## src/rtl/mc_pkg.sv

```systemverilog
// mc_pkg -- shared definitions for the multi-cycle sequencer slice.
//   state_e           : sequencer states, fetch through write-back
//   PH_IF..PH_WB      : bit positions inside the one-hot phase vector
//   RESET_PC_DEFAULT  : address of the first fetch after reset
package mc_pkg;

  typedef enum logic [2:0] {
    IF_REQ   = 3'd0,
    IF_WAIT  = 3'd1,
    ID       = 3'd2,
    EXE      = 3'd3,
    MEM_REQ  = 3'd4,
    MEM_WAIT = 3'd5,
    WB       = 3'd6
  } state_e;

  localparam int PH_IF  = 0;
  localparam int PH_ID  = 1;
  localparam int PH_EXE = 2;
  localparam int PH_MEM = 3;
  localparam int PH_WB  = 4;

  localparam logic [31:0] RESET_PC_DEFAULT = 32'h1c000000;

endpackage

```

## src/rtl/mc_mem_hs.sv

```systemverilog
// mc_mem_hs -- tracks one req/addr_ok/data_ok memory transaction.
// Ports:
//   clk, reset   : clock and asynchronous active-high reset
//   req_i        : request currently presented to the memory
//   addr_ok_i    : memory accepted the address this cycle
//   data_ok_i    : memory returns data this cycle
//   accept_o     : request accepted this cycle
//   done_o       : transaction completes this cycle (same-cycle or later)
// A data_ok that arrives while no transaction is outstanding is ignored.
module mc_mem_hs (
  input  logic clk,
  input  logic reset,
  input  logic req_i,
  input  logic addr_ok_i,
  input  logic data_ok_i,
  output logic accept_o,
  output logic done_o
);

  logic pending_q;

  assign accept_o = req_i & addr_ok_i;
  assign done_o   = (accept_o | pending_q) & data_ok_i;

  // Remember an accepted address whose data has not yet come back;
  // reset drops any outstanding transaction.
  always_ff @(posedge clk or posedge reset) begin
    if (reset) begin
      pending_q <= 1'b0;
    end else if (accept_o && !data_ok_i) begin
      pending_q <= 1'b1;
    end else if (pending_q && data_ok_i) begin
      pending_q <= 1'b0;
    end
  end

endmodule

```

## src/rtl/mc_seq_ctrl.sv

```systemverilog
// mc_seq_ctrl -- multi-cycle instruction sequencer IF/ID/EXE/MEM/WB.
// Ports:
//   clk, reset                      : clock, asynchronous active-high reset
//   inst_req/inst_addr/inst_addr_ok/inst_data_ok/inst_rdata : fetch port
//   data_req/data_wr/data_addr_ok/data_data_ok/data_rdata   : data port
//   dec_is_load/dec_is_store/dec_rf_we : class of the held instruction
//   next_pc                         : successor PC, taken in WB
//   ir, mem_rdata, pc               : latched instruction, load data, PC
//   phase                           : one-hot IF/ID/EXE/MEM/WB
//   rf_we, retire, retire_cnt       : write-back strobe, retire pulse, count
// Configuration macro MC_SEQ_SKIP_MEM_EN: when defined, instructions that
// neither load nor store go from EXE straight to WB.
module mc_seq_ctrl
  import mc_pkg::*;
#(
  parameter int                ADDR_W   = 32,
  parameter logic [ADDR_W-1:0] RESET_PC = ADDR_W'(RESET_PC_DEFAULT),
  parameter int                CNT_W    = 32
) (
  input  logic              clk,
  input  logic              reset,
  output logic              inst_req,
  output logic [ADDR_W-1:0] inst_addr,
  input  logic              inst_addr_ok,
  input  logic              inst_data_ok,
  input  logic [31:0]       inst_rdata,
  output logic              data_req,
  output logic              data_wr,
  input  logic              data_addr_ok,
  input  logic              data_data_ok,
  input  logic [31:0]       data_rdata,
  input  logic              dec_is_load,
  input  logic              dec_is_store,
  input  logic              dec_rf_we,
  input  logic [ADDR_W-1:0] next_pc,
  output logic [31:0]       ir,
  output logic [31:0]       mem_rdata,
  output logic [ADDR_W-1:0] pc,
  output logic [4:0]        phase,
  output logic              rf_we,
  output logic              retire,
  output logic [CNT_W-1:0]  retire_cnt
);

  state_e            state_q, state_d;
  logic [ADDR_W-1:0] pc_q;
  logic [31:0]       ir_q;
  logic [31:0]       memRdata_q;
  logic [CNT_W-1:0]  retireCnt_q;

  logic isMem;
  logic instAccept, instDone;
  logic dataAccept, dataDone;

  assign isMem = dec_is_load | dec_is_store;

  // The fetch request is masked by reset itself because the state register
  // resets to IF_REQ, which would otherwise raise inst_req during reset.
  assign inst_req  = (state_q == IF_REQ) & ~reset;
  assign inst_addr = pc_q;
  assign data_req  = (state_q == MEM_REQ) & isMem;
  assign data_wr   = data_req & dec_is_store;

  assign ir         = ir_q;
  assign mem_rdata  = memRdata_q;
  assign pc         = pc_q;
  assign retire_cnt = retireCnt_q;

  mc_mem_hs u_inst_hs (
    .clk       (clk),
    .reset     (reset),
    .req_i     (inst_req),
    .addr_ok_i (inst_addr_ok),
    .data_ok_i (inst_data_ok),
    .accept_o  (instAccept),
    .done_o    (instDone)
  );

  mc_mem_hs u_data_hs (
    .clk       (clk),
    .reset     (reset),
    .req_i     (data_req),
    .addr_ok_i (data_addr_ok),
    .data_ok_i (data_data_ok),
    .accept_o  (dataAccept),
    .done_o    (dataDone)
  );

  // Sequencer state register.
  always_ff @(posedge clk or posedge reset) begin
    if (reset) begin
      state_q <= IF_REQ;
    end else begin
      state_q <= state_d;
    end
  end

  // Next-state and phase/strobe decode. A done in the request state means
  // address and data were accepted together, so the wait state is skipped.
  always_comb begin
    state_d = state_q;
    phase   = '0;
    rf_we   = 1'b0;
    retire  = 1'b0;
    case (state_q)
      IF_REQ: begin
        phase[PH_IF] = 1'b1;
        if (instDone)        state_d = ID;
        else if (instAccept) state_d = IF_WAIT;
      end
      IF_WAIT: begin
        phase[PH_IF] = 1'b1;
        if (instDone) state_d = ID;
      end
      ID: begin
        phase[PH_ID] = 1'b1;
        state_d      = EXE;
      end
      EXE: begin
        phase[PH_EXE] = 1'b1;
`ifdef MC_SEQ_SKIP_MEM_EN
        state_d = isMem ? MEM_REQ : WB;
`else
        state_d = MEM_REQ;
`endif
      end
      MEM_REQ: begin
        phase[PH_MEM] = 1'b1;
        if (!isMem || dataDone) state_d = WB;
        else if (dataAccept)    state_d = MEM_WAIT;
      end
      MEM_WAIT: begin
        phase[PH_MEM] = 1'b1;
        if (dataDone) state_d = WB;
      end
      WB: begin
        phase[PH_WB] = 1'b1;
        rf_we        = dec_rf_we;
        retire       = 1'b1;
        state_d      = IF_REQ;
      end
      default: begin
        phase[PH_IF] = 1'b1;
        state_d      = IF_REQ;
      end
    endcase
  end

  // Datapath latches: instruction on fetch completion, load data on data
  // completion, PC and retire count once per instruction in WB.
  always_ff @(posedge clk or posedge reset) begin
    if (reset) begin
      pc_q        <= RESET_PC;
      ir_q        <= '0;
      memRdata_q  <= '0;
      retireCnt_q <= '0;
    end else begin
      if (instDone) begin
        ir_q <= inst_rdata;
      end
      if (dataDone && dec_is_load) begin
        memRdata_q <= data_rdata;
      end
      if (state_q == WB) begin
        pc_q        <= next_pc;
        retireCnt_q <= retireCnt_q + CNT_W'(1);
      end
    end
  end

endmodule

```

## config.mk

```make
export PLATFORM = sky130hd
export DESIGN_NAME = mc_seq_ctrl
export DESIGN_NICKNAME = d
export VERILOG_FILES = /design/src/rtl/mc_pkg.sv /design/src/rtl/mc_mem_hs.sv /design/src/rtl/mc_seq_ctrl.sv
export SDC_FILE = /design/constraint.sdc
export NUM_CORES = 1
export LEC_CHECK = 0
export ABC_AREA = 1
export BUFFER_PORTS_ARGS = -buffer_cell sky130_fd_sc_hd__buf_2
export CORE_MARGIN = 3
export CORE_UTILIZATION = 40
export CTS_CLUSTER_SIZE = 20
export DETAILED_ROUTE_END_ITERATION = 16
export PLACE_DENSITY = 0.8
export SLEW_MARGIN = 10
export SYNTH_ARGS = -nofsm -noshare
export SYNTH_HDL_FRONTEND = slang
export SYNTH_HIERARCHICAL = 1
export SYNTH_SLANG_ARGS = --single-unit
export TNS_END_PERCENT = 5
```

## constraint.sdc

```tcl
create_clock -name clk -period 4.4 [get_ports clk]
set_input_delay 0.88 -clock clk [delete_from_list [all_inputs] [get_ports clk]]
set_output_delay 0.88 -clock clk [all_outputs]
set_load 0.005 [all_outputs]
```

==> summary.md <==
| Metric | Value |
|---|---|
| DRC errors left | `0` |
| Hold Path Class | `input port to asynchronous set/reset pin` |
| Die ar. | `16610 µm²` |
| WL final | `15310 µm` |
| Util after Layout | `54.70%` |
| Fin crit period | `2667 ps` |
| Setup violations, final | `0` |
| GP Congestion | `0.8193` |
| Synth cell types | `28` |
| Post-synthesis cell area | `6040 µm²` |
| Die Wd | `128.9 µm` |
| Initial core utilization | `41.24%` |
| Synth Register Bits | `133` |
| CTS Buffer Depth | `2` |
| Peak VDD IR | `0.3329 mV` |
| Finished Cell Area | `8010 µm²` |
| CTS sink count | `133` |
| Startpoint types | `register` |
| Async set-reset flop share out of synthesis | `100.0%` |
| Vias in the first global route | `5032` |
| GR Util met1 | `23.23%` |
| Period utilization | `60.61%` |
| Resize count post-CTS | `0` |
| Die height | `128.9 µm` |
| Status | `completed` |
| Synth Area per Inst | `8.869 µm²` |
| Crit path required time | `3520 ps` |
| IO buf count | `274` |
| Synth Flop Type | `dfrtp_1` |
| Placement Cell Area | `7368 µm²` |
| Final Skew | `6.617 ps` |
| Dpl hpwl | `11560 µm` |
| Number of CTS-inserted buffers | `17` |
| Setup bufs post-CTS | `0` |
| Synth Instances | `681` |
| Maxcap violations | `0` |
| Slew @ Worst Pin | `850.9 ps` |
| Final Total Pwr | `0.004969 W` |
| RSZ-0062 raised after global routing | `false` |
| # diodes | `0` |
| CTS tree | `yes` |
| Root Buffer | `clkbuf_16` |
| Cell Pwr Density | `620.3 nW/µm²` |
| Most crowded layer after global routing | `met2` |
| Rel. slew slack | `43.27%` |
| Mapped Nets | `787` |
| Top post-synthesis cells by count | `nand2_1 (292), dfrtp_1 (130), inv_1 (44)` |
| Clock slew at reported path FFs | `60 ps` |
| Total grt overflow | `0` |
| Count leader, synth | `nand2_1` |
| R2R cell count | `10` |
| Largest area contributor in the netlist | `dfrtp_1` |
| Num rows | `44` |
| DR WL/cell | `13.60 µm` |
| WP data arrival | `1790 ps` |
| Area growth, synth to finish | `32.63%` |
| Setup_tns | `0 ps` |
| All-Layer GR Usage | `18.59%` |
| Maximum number of pins on one net before global-route repair | `70` |
| Clock Latency Late Sink | `410 ps` |
| Number of vias per cell | `4.589` |
| Seq/Total Area, Yosys | `55.17%` |
| DRT iter0 DRCs | `294` |
| Initial antenna violation count | `0` |
| Final #Nets | `1035` |
| GRT met2 Usage | `30.70%` |
| Share of cells above drive strength 1 | `39.17%` |
| Final hold violation count | `0` |
| Synth warn | `6` |
| Top cells by area, synth | `dfrtp_1 (54%), nand2_1 (18%), mux2_2 (6.0%), buf_4 (4.5%), inv_1 (2.7%)` |
| Core ar. | `14640 µm²` |
| Leakage | `4.489 nW` |
| Crit path kind | `register to output pin` |
| Fmax | `375.0 MHz` |
| Crit path max fanout | `42` |
| EDFF count, synth | `0` |
| Met3 usage | `5.479%` |
| # hold bufs at CTS | `0` |
| First-pass GRT wire length | `24430 µm` |
| Slew Viols, Final | `0` |
| Share of the synthesized area in the top cell type | `53.86%` |
| CP Capture Type | `output pin` |
| Vias post-DR | `5167` |
| Io pins | `275` |
| H-tree depth | `4` |
| Routed Antenna Nets | `0` |
| TritonRoute pass-1 iters | `4` |
==> registers in the layout (all words and copies together), names as in the netlist <==
| signal | count |
|---|---|
| ir | 32 |
| inst_addr | 32 |
| u_data_hs/pending_q | 1 |
| u_inst_hs/pending_q | 1 |
| retire_cnt | 32 |
| state_q | 3 |
| mem_rdata | 32 |
==> per-layer routing <==
layer / wire length [µm] / vias up
met3: 1184 / 16
met4: 260 / 0
met2: 7393 / 235
li1: - / 2571
met5: 0 / -
met1: 6469 / 2345
==> final timing paths <==
| path | from | end | slack (ps) |
|---|---|---|---|
| max | state_q[0] | retire | 1730 |
| min | reset | u_inst_hs/pending_q | 350 |
| max reg2reg | state_q[0] | mem_rdata[6] | 1800 |
| min reg2reg | ir[23] | ir[23] | 470 |
| max in group asynchronous | reset | inst_addr[27] | 2860 |
| min in group clk | ir[23] | ir[23] | 470 |
==> layout by cell type (no fill, tap or decap), drive strengths merged <==
| master | count |
|---|---|
| nor3 | 3 |
| ha | 1 |
| buf | 280 |
| clkinvlp | 2 |
| xnor2 | 7 |
| clkbuf | 17 |
| or2 | 1 |
| inv | 54 |
| o21bai | 3 |
| clkinv | 3 |
| o21ai | 1 |
| nand4 | 8 |
| nand3b | 9 |
| mux2 | 32 |
| nand3 | 23 |
| bufinv | 4 |
| nand2 | 295 |
| and2 | 2 |
| dfstp | 3 |
| dfrtp | 130 |
| xor2 | 6 |
| a21oi | 6 |
| nor2 | 52 |
==> kinds of logic (layout without fill, tap and decap cells) <==
family	after synthesis	in the layout	share of synthesized area, %
AND/OR/NAND/NOR	393	393	27.14
flip-flops	133	133	55.17
adder cells (fa/ha/maj)	1	1	0.2071
buffers and inverters	99	360	8.556
multiplexers	32	32	5.967
AO/OA/AOI/OAI	10	10	0.9529
XOR/XNOR	13	13	2.010
==> stage by stage <==
step,cells,hold slack (ps),worst slack (ps)
after floorplan,681,463.9,27.27
after global placement,1094,449.2,1764
after detailed placement,1094,453.2,1704
after CTS,1126,332.2,1707
after global routing,1126,337.3,1569
final,1126,352.8,1733
==> power breakdown <==
part	internal (W)	switching [W]	leakage, nW
Clock	0.000965	0.000573	0.308
Sequential	0.00170	0.000292	1.67
Combinational	0.000734	0.000710	2.51
Total	0.00339	0.00158	4.49
==> critical path: stages (launching register included) <==
cell	delay, ps
dfrtp_1	400
inv_2	120
nand2_1	130
nor2_4	90
buf_4	400
buf_2	200
==> layout make-up <==
class	instances	area, µm²
Tap cell	184	230.2
Timing Repair Buffer	280	1429
Multi-Input combinational cell	449	2195
Fill cell	1303	6634
Sequential cell	133	3332
Clock inverter	15	216.5
Inverter	48	182.7
Clock buffer	17	425.4
(Power assumes the default switching activity.)
